===== src/rtl/sqrt_pipe_ctrl_pkg.sv =====
// Shared state encoding and default sizing for the integer square-root
// pipeline controller and its period counter.
package sqrt_pipe_ctrl_pkg;

    localparam int unsigned DEF_ITER_CYCLES = 4;
    localparam int unsigned DEF_MAX_ITER    = 128;
    localparam int unsigned ITER_W          = 8;

    typedef enum logic [2:0] {
        ST_IDLE = 3'd0,
        ST_LOAD = 3'd1,
        ST_RUN  = 3'd2,
        ST_FIX  = 3'd3,
        ST_DONE = 3'd4
    } state_t;

endpackage


===== src/rtl/sqrt_period_cnt.sv =====
// Iteration-period counter: counts 0..ITER_CYCLES-1 while enabled and flags
// the last cycle of each period.
module sqrt_period_cnt #(
    parameter int unsigned ITER_CYCLES = 4
) (
    input  logic clk,
    input  logic rst,
    input  logic clear_i,
    input  logic en_i,
    output logic last_o
);

    localparam int unsigned CNT_W = (ITER_CYCLES > 1) ? $clog2(ITER_CYCLES) : 1;
    localparam logic [CNT_W-1:0] CNT_LAST = CNT_W'(ITER_CYCLES - 1);

    logic [CNT_W-1:0] cnt_q, cnt_d;

    always_comb begin
        cnt_d = cnt_q;
        if (clear_i) begin
            cnt_d = '0;
        end else if (en_i) begin
            cnt_d = (cnt_q == CNT_LAST) ? '0 : cnt_q + 1'b1;
        end
    end

    always_ff @(posedge clk) begin
        if (rst) begin
            cnt_q <= '0;
        end else begin
            cnt_q <= cnt_d;
        end
    end

    assign last_o = (cnt_q == CNT_LAST);

endmodule


===== src/rtl/sqrt_pipe_ctrl.sv =====
// Sequencing controller for the 4-stage pipelined integer square-root datapath.
// Optional iteration watchdog enabled by defining SQRT_PIPE_CTRL_TIMEOUT_EN.
module sqrt_pipe_ctrl
    import sqrt_pipe_ctrl_pkg::*;
#(
    parameter int unsigned ITER_CYCLES = DEF_ITER_CYCLES,
    parameter int unsigned MAX_ITER    = DEF_MAX_ITER
) (
    input  logic              clk,
    input  logic              rst,
    input  logic              start_i,
    input  logic              abort_i,
    input  logic              N_i,
    output logic              wr_input_o,
    output logic              en_pipe_o,
    output logic              mux_root_o,
    output logic              ready_o,
    output logic              busy_o,
    output logic              done_o,
    output logic [ITER_W-1:0] iter_o,
    output logic              error_o
);

    state_t            state_q, state_d;
    logic [ITER_W-1:0] iter_q, iter_d;
    logic              period_last;
    logic              abortable;
    logic              start_ok;
    logic              run_last;
    logic              timeout;
    logic              cnt_clear;
    logic              cnt_en;

    assign abortable = state_q inside {ST_LOAD, ST_RUN, ST_FIX};
    assign start_ok  = (state_q == ST_IDLE) && start_i;
    // A RUN period only counts as completed when no abort overrides it.
    assign run_last  = (state_q == ST_RUN) && period_last && !abort_i;
    assign cnt_en    = (state_q == ST_RUN) || (state_q == ST_FIX);
    assign cnt_clear = (state_d != state_q);

    sqrt_period_cnt #(
        .ITER_CYCLES (ITER_CYCLES)
    ) u_period_cnt (
        .clk     (clk),
        .rst     (rst),
        .clear_i (cnt_clear),
        .en_i    (cnt_en),
        .last_o  (period_last)
    );

`ifdef SQRT_PIPE_CTRL_TIMEOUT_EN
    localparam int unsigned WD_W = $clog2(MAX_ITER + 1);
    localparam logic [WD_W-1:0] WD_LAST = WD_W'(MAX_ITER - 1);

    logic [WD_W-1:0] wd_q, wd_d;
    logic            error_q, error_d;

    assign timeout = run_last && !N_i && (wd_q == WD_LAST);

    always_comb begin
        wd_d    = wd_q;
        error_d = error_q;
        if (start_ok) begin
            wd_d    = '0;
            error_d = 1'b0;
        end else begin
            if (run_last && !N_i && (wd_q != WD_LAST)) begin
                wd_d = wd_q + 1'b1;
            end
            if (timeout) begin
                error_d = 1'b1;
            end
        end
    end

    always_ff @(posedge clk) begin
        if (rst) begin
            wd_q    <= '0;
            error_q <= 1'b0;
        end else begin
            wd_q    <= wd_d;
            error_q <= error_d;
        end
    end

    assign error_o = error_q;
`else
    assign timeout = 1'b0;
    assign error_o = 1'b0 && (MAX_ITER != 0);
`endif

    always_comb begin
        state_d    = state_q;
        wr_input_o = 1'b0;
        en_pipe_o  = 1'b0;
        mux_root_o = 1'b0;
        ready_o    = 1'b0;
        done_o     = 1'b0;
        busy_o     = (state_q != ST_IDLE);

        unique case (state_q)
            ST_IDLE: begin
                if (start_i) state_d = ST_LOAD;
            end
            ST_LOAD: begin
                wr_input_o = 1'b1;
                en_pipe_o  = 1'b1;
                state_d    = ST_RUN;
            end
            ST_RUN: begin
                en_pipe_o = 1'b1;
                if (period_last && (N_i || timeout)) state_d = ST_FIX;
            end
            ST_FIX: begin
                en_pipe_o  = 1'b1;
                mux_root_o = 1'b1;
                if (period_last) state_d = ST_DONE;
            end
            ST_DONE: begin
                ready_o = 1'b1;
                done_o  = 1'b1;
                state_d = ST_IDLE;
            end
            default: state_d = ST_IDLE;
        endcase

        if (abortable && abort_i) state_d = ST_IDLE;
    end

    always_comb begin
        iter_d = iter_q;
        if (start_ok) begin
            iter_d = '0;
        end else if (run_last && !N_i && (iter_q != '1)) begin
            iter_d = iter_q + 1'b1;
        end
    end

    always_ff @(posedge clk) begin
        if (rst) begin
            state_q <= ST_IDLE;
            iter_q  <= '0;
        end else begin
            state_q <= state_d;
            iter_q  <= iter_d;
        end
    end

    assign iter_o = iter_q;

endmodule


===== config.mk =====
export PLATFORM = sky130hd
export DESIGN_NAME = sqrt_pipe_ctrl
export DESIGN_NICKNAME = d
export VERILOG_FILES = /design/src/rtl/sqrt_pipe_ctrl_pkg.sv /design/src/rtl/sqrt_period_cnt.sv /design/src/rtl/sqrt_pipe_ctrl.sv
export SDC_FILE = /design/constraint.sdc
export NUM_CORES = 1
export LEC_CHECK = 0
export ABC_AREA = 1
export CAP_MARGIN = 25
export CORE_ASPECT_RATIO = 1.1
export CORE_MARGIN = 10
export CORE_UTILIZATION = 50
export DETAILED_ROUTE_END_ITERATION = 16
export PLACE_DENSITY = 0.81
export SYNTH_ARGS = -nofsm -noshare
export SYNTH_HDL_FRONTEND = slang
export SYNTH_SLANG_ARGS = --single-unit

===== constraint.sdc =====
create_clock -name clk -period 2.8 [get_ports clk]
set_input_delay 0.28 -clock clk [delete_from_list [all_inputs] [get_ports clk]]
set_output_delay 0.28 -clock clk [all_outputs]
set_load 0.1 [all_outputs]

# Word level (Yosys, flattened, before mapping)

Cells that the tools add are included.

Flip-flop bits (word level): 13
Output and inout bits: 15
Word-level logic and storage cells: 38

Add/sub/neg operators: 2
Equality and inequality tests: 7
Mux-type cells: 10
Reductions and logical operators: 16

Operators by type and width:

| operator                                                              | count |
|---|---|
| 3-bit two-way mux                                                     | 4 |
| 3-bit case mux with 4 select lines                                    | 1 |
| 8-bit by 1-bit adder with 8-bit output, second input constant         | 1 |
| 8-bit != test, second input constant                                  | 1 |
| 1-bit logical AND                                                     | 7 |
| 3-bit by 2-bit equality test with 1-bit output, second input constant | 2 |
| 3-bit nonzero test                                                    | 2 |
| 1-bit two-way mux                                                     | 4 |
| 2-bit OR reduction                                                    | 2 |
| 3-bit by 1-bit equality test with 1-bit output, second input constant | 1 |
| 3-bit equality test, second input constant                            | 1 |
| 3-bit logical NOT                                                     | 1 |
| 3-bit != test                                                         | 1 |
| 3-bit OR reduction                                                    | 1 |
| 2-bit by 1-bit adder with 2-bit output, second input constant         | 1 |
| 2-bit equality test, second input constant                            | 1 |
| 1-bit logical NOT                                                     | 2 |
| 2-bit two-way mux                                                     | 1 |
| 1-bit logical OR                                                      | 1 |

# Logic depth before layout (Yosys ltp)

Gate-level depths: netlist (run 1).

Word-level depth: 7
Mapped depth: 9
Depth with buffers taken out: 9

# Cells and area by module

A second synthesis (run 1) with hierarchy kept.

Cell total of the unflattened synthesis: 127
Area total of the unflattened synthesis: 833.3 um^2

By module, submodules not included:

| module          | instances | cells an instance | area each (um^2) | sequential area each (um^2) |
|---|---|---|---|---|
| sqrt_pipe_ctrl  | 1         | 113               | 735.7            | 220.2 |
| sqrt_period_cnt | 1         | 14                | 97.6             | 40.0 |

# Worst setup path before layout (run 1)

Ideal clock, no wire load.

Path type: register to output
From: register state_q[2]
To: output port ready_o
Arrival: 3179 ps
Data required time: 2520 ps
Slack: -659 ps
Stages on the path, launching flop included: 4
Path through: dfxtp_1 inv_1 nor3_1 buf_4

Word-level cells in the longest chain between the ends: 2

RTL lines:

| item                   | RTL line              | text |
|---|---|---|
| start, declared        | sqrt_pipe_ctrl.sv:24  | `state_t state_q, state_d;` |
| start signal, assigned | sqrt_pipe_ctrl.sv:144 | `state_q <= state_d;` |
| 3-bit equality test    | -                     |  |
| 1-bit two-way mux      | -                     |  |
| end, declared          | sqrt_pipe_ctrl.sv:17  | `output logic ready_o,` |

Every way passes these cells.

# Final worst setup path (run 1)

From: register state_q[2]
To: output port done_o

Word-level cells in the longest chain between the ends: 2

RTL lines:

| item                | RTL line              | text |
|---|---|---|
| 3-bit equality test | sqrt_pipe_ctrl.sv:101 | `unique case (state_q)` |
| 1-bit two-way mux   | sqrt_pipe_ctrl.sv:101 |  |
| end, declared       | sqrt_pipe_ctrl.sv:19  | `output logic done_o,` |

Every way passes these cells.

==> results.sh, run 1 <==
export IMPL_cap_violations=0
export IMPL_wirelength_um=1690
export IMPL_synth_largest_area_cell="sky130_fd_sc_hd__dfxtp_1"
export IMPL_regToRegEndpoint="iter_o[1]$_SDFFE_PP0P_"
export IMPL_setup_worst_path_class="flop to primary output"
export IMPL_cts_buffer_depth=2
export IMPL_cp_required_ps=2520
export IMPL_post_cts_repair_setup_buffers=0
export IMPL_grt_max_degree=9
export IMPL_io_buffer_count=18
export IMPL_final_nets=149
export IMPL_die_x_um=57.9
export IMPL_core_area_sq_mm=0.00154
export IMPL_post_place_cells=153
export IMPL_peakVddDrop_uv=404
export IMPL_main_combinational_cell_family_by_area_after_synthesis="simple AND/OR/NAND/NOR gates"
export IMPL_crit_path_start_kind="flop"
export IMPL_dpl_hpwl_um=1410
export IMPL_worst_setup_path_startpoint="state_q[2]$_SDFF_PP0_"
export IMPL_layout_worst_path_cycle_share_pct=59.6
export IMPL_crit_path_cell_trace="inv_1 -> nor3_2 -> buf_4"
export IMPL_critical_path_top_delay_family="flip-flops"
export IMPL_floorplan_die_height_um=61.7
export IMPL_clock_insertion_delay_worst_skew_ps=280
export IMPL_cts_max_level=1
export IMPL_netlist_instances=120
export IMPL_final_design_area_no_fill_sq_um=981
export IMPL_place_gp_congestion=0.803
export IMPL_crit_arrival_ps=1390
export IMPL_synth_simple_gate_area_share_pct=40.0
export IMPL_clock_tree_root="sky130_fd_sc_hd__clkbuf_4"
export IMPL_mappedNetlistArea_sq_um=792
export IMPL_critical_path_slowest_cell="sky130_fd_sc_hd__dfxtp_1"
export IMPL_grt_first_pass_wirelength_um=2810
export IMPL_final_core_util_pct=63.7
export IMPL_cts_resized=0
export IMPL_via_count=768
export IMPL_via_count_of_the_first_global_routing_pass=740
export IMPL_globalRouteOverflowTotal=0
export IMPL_post_dp_cell_area_sq_um=953
export IMPL_yosys_top_cells_area="sky130_fd_sc_hd__dfxtp_1 (33%), sky130_fd_sc_hd__nand2_1 (15%), sky130_fd_sc_hd__nor2_1 (8.5%)"
export IMPL_hold_ws_ps=515
export IMPL_antenna_diode_count=0
export IMPL_rsz0062_at_grt="false"
export IMPL_mux_cell_area_share_after_synthesis_pct=2.84
export IMPL_yosys_area_share_xor_xnor_pct=4.42
export IMPL_cp_max_fo=6
export IMPL_ys_warnings_count=0
export IMPL_critPathMaxStageDelay_ps=500
export IMPL_finalWorstSetupSlack_ps=1130
export IMPL_powerDensity_mw_per_mm2=388
export IMPL_timing_critical_path_buf_inv=2
export IMPL_dr_first_iter_drc_count=9
export IMPL_post_route_minimum_period_ps=1670
export IMPL_tritoncts_clock_tree="done"
export IMPL_final_cell_mix="sky130_fd_sc_hd__nand2_1 (32), sky130_fd_sc_hd__nor2_1 (18), sky130_fd_sc_hd__inv_1 (15)"
export IMPL_drive_above_1_share_pct=20.7
export IMPL_setup_tns_final_ps=0
export IMPL_r2r_setup_slack_ps=1260
export IMPL_yosys_register_bits=13
export IMPL_layout_commonest_cell="sky130_fd_sc_hd__nand2_1"
export IMPL_clk_pin_slew_ps=80
export IMPL_worstSetupEndpoint="done_o"
export IMPL_highest_signal_layer="met4"
export IMPL_ys_types=20
export IMPL_count_of_pins_on_the_block_boundary=20
export IMPL_clock_sink_count=13
export IMPL_total_power_uw=381
export IMPL_syn_area_per_cell_sq_um=6.60
export IMPL_groute_usage_overall_pct=9.57
export IMPL_area_delta_synth_final_pct=23.9
export IMPL_detailedRoute_firstPassIterationCount=4
export IMPL_sequential_fraction_of_the_synthesis_area_pct=32.9
export IMPL_start_util_pct=51.5
export IMPL_met2_wirelength_um=845
export IMPL_setup_viol=0
export IMPL_ctsHoldBuffers=0
export IMPL_post_route_ant_nets=0
export IMPL_report_final_hold_viol_count=0
export IMPL_timing_final_max_slew_violations=0
export IMPL_detailroute_wirelength_met3_um=97
export IMPL_synth_top_cell_area_share_pct=32.9
export IMPL_wl_met1_um=719
export IMPL_synth_fa_ha_area_share_pct=4.74
export IMPL_antenna_found_initial=0
export IMPL_max_clock_freq_mhz=599
export IMPL_timing_critical_path_depth=3
export IMPL_clock_skew_ps=1.39
export IMPL_fp_dieArea_sq_mm=0.00358
export IMPL_holdCritPathClass="flop to flop"
export IMPL_end_kind="primary output"
export IMPL_drt_wirelength_per_cell_um=10.8
export IMPL_run_status="complete, no violations"
export IMPL_cts_buffers=3
export IMPL_syn_nets=128
export IMPL_instances_no_fill=157
export IMPL_synth_compound_area_share_pct=4.42
export IMPL_leakagePower_nw=0.476
export IMPL_detailedPlace_worstSlack_ps=1280
export IMPL_floorplan_rows=15
export IMPL_post_route_drc_count=0
export IMPL_viasPerCell=4.89
export IMPL_regToRegStartpoint="iter_o[0]$_SDFFE_PP0P_"
export IMPL_worstRegToRegCells=8
[sequential cells by signal (all words and copies together) (netlist names)]
name / count
iter_o: 8
u_period_cnt.cnt_q: 2
state_q: 3
[worst min-delay path, delay by kind of cell, from the launching register on]
family,cells,cell delay [ps]
DFF,1,340
and+or+nand+nor,1,70
AOI/OAI and AO/OA,1,60
[area by class of cell]
cell class	count	area, sq um
clock inverter	1	5.00
multi-input combinational	88	460
tap	17	21.3
timing repair buffer	18	145
inverter	17	66.3
fill	154	558
clock buffer	3	22.5
sequential	13	260
[where the power goes]
group          leakage (nW)  internal [mW]  switching, mW
clock                0.0177         0.0530         0.0629
combinational         0.353         0.0186         0.0564
sequential            0.105          0.187        0.00344
[layer usage]
metal  track usage (%)  vias to the layer above
met1              9.12                      335
met5                 0                        -
met2              18.4                       19
met3              2.24                        3
met4              5.70                        0
li1                  -                      411
[synth_stat cells]
library cell                n
sky130_fd_sc_hd__mux2_2     2
sky130_fd_sc_hd__nand3b_1   1
sky130_fd_sc_hd__inv_2      1
sky130_fd_sc_hd__nor2_4     2
sky130_fd_sc_hd__o21ai_0    1
sky130_fd_sc_hd__nor2_2     1
sky130_fd_sc_hd__nand2_2    1
sky130_fd_sc_hd__conb_1     1
sky130_fd_sc_hd__inv_1     15
sky130_fd_sc_hd__inv_4      1
sky130_fd_sc_hd__nor3_1     4
sky130_fd_sc_hd__xor2_1     4
sky130_fd_sc_hd__nand3_1   11
sky130_fd_sc_hd__dfxtp_1   13
sky130_fd_sc_hd__ha_1       3
sky130_fd_sc_hd__nand2_4    1
sky130_fd_sc_hd__nand2_1   32
sky130_fd_sc_hd__buf_4      2
sky130_fd_sc_hd__nor2_1    18
sky130_fd_sc_hd__a21oi_1    6
[cells by family after synthesis]
kind of cell	Yosys count
fa+ha+maj	3
simple gates	71
compound gates	7
other cells	1
mux	2
buf+inv	19
xor+xnor	4
flops	13
[worst min-delay path by stage]
stage	to	slack (ps)	depth (start not counted)	start
after floorplan	state_q[0]$_SDFF_PP0_	350	1	rst
after global placement	iter_o[3]$_SDFFE_PP0P_	500	2	iter_o[3]$_SDFFE_PP0P_
after detailed placement	iter_o[5]$_SDFFE_PP0P_	500	2	iter_o[5]$_SDFFE_PP0P_
after CTS	iter_o[5]$_SDFFE_PP0P_	520	2	iter_o[5]$_SDFFE_PP0P_
after global routing	iter_o[4]$_SDFFE_PP0P_	540	2	iter_o[4]$_SDFFE_PP0P_
final	iter_o[3]$_SDFFE_PP0P_	520	2	iter_o[3]$_SDFFE_PP0P_
(Power assumes the default switching activity.)
==> run 2: changes to the inputs <==
--- a/config.mk
+++ b/config.mk
@@ -9,9 +9,9 @@
 export CAP_MARGIN = 25
 export CORE_ASPECT_RATIO = 1.1
 export CORE_MARGIN = 10
-export CORE_UTILIZATION = 50
+export CORE_UTILIZATION = 42
 export DETAILED_ROUTE_END_ITERATION = 16
-export PLACE_DENSITY = 0.81
+export PLACE_DENSITY = 0.73
 export SYNTH_ARGS = -nofsm -noshare
 export SYNTH_HDL_FRONTEND = slang
 export SYNTH_SLANG_ARGS = --single-unit
==> constraint.sdc (replaced) <==
create_clock -name clk -period 1.4 [get_ports clk]
set_input_delay 0.14 -clock clk [delete_from_list [all_inputs] [get_ports clk]]
set_output_delay 0.14 -clock clk [all_outputs]
set_load 0.1 [all_outputs]
==> run 2 against run 1 <==
Flip-flop and latch count stayed put. Die area is 13% higher. Total power is 110% higher. Final cell count is 4.5% higher. Critical path depth stayed put. Via count is 7.8% higher. Clock power is 110% higher. Wire length is 21% higher. Combinational power grew to 2.5 times the previous value. Hold slack worse by 14 ps. Core utilization is 9.4 points higher. Critical endpoint is now wr_input_o. Largest power group unchanged.
==> results.sh, run 2 (same netlist as run 1, synthesis figures left out) <==
export IMPL_worst_setup_path_startpoint="state_q[0]$_SDFF_PP0_"
export IMPL_crit_path_cell_trace="inv_2 -> nor3_4 -> buf_12"
export IMPL_regToRegStartpoint="iter_o[0]$_SDFFE_PP0P_"
export IMPL_powerDensity_mw_per_mm2=615
export IMPL_drt_wirelength_per_cell_um=12.5
export IMPL_cp_required_ps=1260
export IMPL_grt_first_pass_wirelength_um=3560
export IMPL_via_count=828
export IMPL_floorplan_rows=16
export IMPL_max_reg_flops=8
export IMPL_antenna_found_initial=0
export IMPL_antenna_diode_count=0
export IMPL_setup_worst_path_class="flop to primary output"
export IMPL_detailedRoute_firstPassIterationCount=5
export IMPL_clock_skew_ps=5.80
export IMPL_die_x_um=61.4
export IMPL_fp_dieArea_sq_mm=0.00402
export IMPL_layout_filler_cells=126
export IMPL_peakVddDrop_uv=486
export IMPL_critical_path_slowest_cell="sky130_fd_sc_hd__dfxtp_4"
export IMPL_area_delta_synth_final_pct=64.5
export IMPL_leakagePower_nw=0.544
export IMPL_clock_tree_root="sky130_fd_sc_hd__clkbuf_4"
export IMPL_clock_insertion_delay_worst_skew_ps=280
export IMPL_wirelength_um=2040
export IMPL_core_area_sq_mm=0.00178
export IMPL_floorplan_die_height_um=65.5
export IMPL_max_clock_freq_mhz=741
export IMPL_layout_worst_path_cycle_share_pct=96.3
export IMPL_worstSetupEndpoint="wr_input_o"
export IMPL_post_route_drc_count=0
export IMPL_final_cell_mix="sky130_fd_sc_hd__nand2_1 (31), sky130_fd_sc_hd__nor2_1 (16), sky130_fd_sc_hd__buf_12 (14)"
export IMPL_cts_buffers=3
export IMPL_globalRouteOverflowTotal=0
export IMPL_report_final_hold_viol_count=0
export IMPL_crit_path_start_kind="flop"
export IMPL_cts_max_level=1
export IMPL_final_design_area_no_fill_sq_mm=0.00130
export IMPL_place_gp_congestion=0.840
export IMPL_clk_pin_slew_ps=90
export IMPL_holdCritPathClass="input port to flop"
export IMPL_cp_max_fo=7
export IMPL_crit_arrival_ps=1210
export IMPL_tritoncts_clock_tree="done"
export IMPL_cap_violations=0
export IMPL_run_status="complete, no violations"
export IMPL_final_nets=155
export IMPL_setup_viol=0
export IMPL_timing_final_max_slew_violations=0
export IMPL_io_buffer_count=18
export IMPL_r2r_setup_slack_ps=70
export IMPL_dpl_hpwl_um=1590
export IMPL_via_count_of_the_first_global_routing_pass=800
export IMPL_cts_buffer_depth=2
export IMPL_post_route_ant_nets=0
export IMPL_grt_max_degree=9
export IMPL_layout_commonest_cell="sky130_fd_sc_hd__nand2_1"
export IMPL_worstRegToRegCells=9
export IMPL_count_of_pins_on_the_block_boundary=20
export IMPL_regToRegEndpoint="iter_o[0]$_SDFFE_PP0P_"
export IMPL_post_dp_cell_area_sq_mm=0.00122
export IMPL_dr_first_iter_drc_count=17
export IMPL_setup_tns_final_ps=0
export IMPL_post_route_minimum_period_ps=1350
export IMPL_ctsHoldBuffers=0
export IMPL_end_kind="primary output"
export IMPL_groute_usage_overall_pct=11.2
export IMPL_hold_ws_ps=501
export IMPL_start_util_pct=44.5
export IMPL_viasPerCell=5.05
export IMPL_clock_sink_count=13
export IMPL_rsz0062_at_grt="true"
export IMPL_drive_above_1_share_pct=38.4
export IMPL_critPathMaxStageDelay_ps=420
[run 2: changes by cell type in the layout (fill, tap and decap cells not counted), sizes merged]
cell / before / now
buf: 14 / 20
clkbuf: 3 / 4
clkinv: 1 / 0
[run 2: worst min path at each step]
stage	startpoint	endpoint	cells after the start
after floorplan	rst	state_q[0]$_SDFF_PP0_	1
after global placement	iter_o[7]$_SDFFE_PP0P_	iter_o[7]$_SDFFE_PP0P_	2
after detailed placement	iter_o[5]$_SDFFE_PP0P_	iter_o[5]$_SDFFE_PP0P_	2
after CTS	rst	state_q[1]$_SDFF_PP0_	2
after global routing	rst	state_q[2]$_SDFF_PP0_	2
final	rst	state_q[1]$_SDFF_PP0_	2
[run 2: per-layer routing]
metal / vias up / GRT usage, % / share of wire, %
met5: - / 0 / 0
met4: 0 / 4.19 / 1.1
met3: 4 / 3.85 / 8.3
met2: 28 / 17.8 / 46
met1: 372 / 13.5 / 44
li1: 424 / - / -
[run 2: report_power, final]
| part | internal, mW | leakage [nW] | total (mW) | switching [mW] |
|---|---|---|---|---|
| Combinational | 0.0680 | 0.415 | 0.190 | 0.122 |
| Sequential | 0.358 | 0.114 | 0.369 | 0.0106 |
| Clock | 0.111 | 0.0150 | 0.243 | 0.132 |
| Total | 0.537 | 0.544 | 0.802 | 0.264 |
[run 2: worst max-delay path, delay by kind of cell (launching register included)]
kind,cells,cell delay (ps)
flops,1,420
buf+inv,2,280
simple gates,1,220
[run 2: timing repair]
item / CTS / global route
setup buffers: 2 / 3
pin swaps: 0 / 3
gates cloned: 0 / 0
resized for setup: 1 / 5
hold endpoints to repair: 0 / 0
setup endpoints to repair: 3 / 10
[run 2: layout make-up]
| type | count | area (sq um) | share of cell area (%) |
|---|---|---|---|
| inverters | 17 | 68.8 | 5.28 |
| well taps | 18 | 22.5 | 1.73 |
| repair buffers | 24 | 365 | 28.0 |
| clock buffers | 4 | 26.3 | 2.02 |
| multi-input cells | 88 | 520 | 40.0 |
| flip-flops and latches | 13 | 299 | 23.0 |
[run 2: metrics by stage]
step                      instances  power [mW]  worst slack, ps  util [%]
after floorplan                 120       0.501             -319         -
after global placement          155       0.561             66.1      68.7
after detailed placement        155       0.564             21.2      68.7
after CTS                       161       0.802             55.5      71.1
after global routing            164       0.836            -35.5      73.1
final                           164       0.802             51.3      73.1
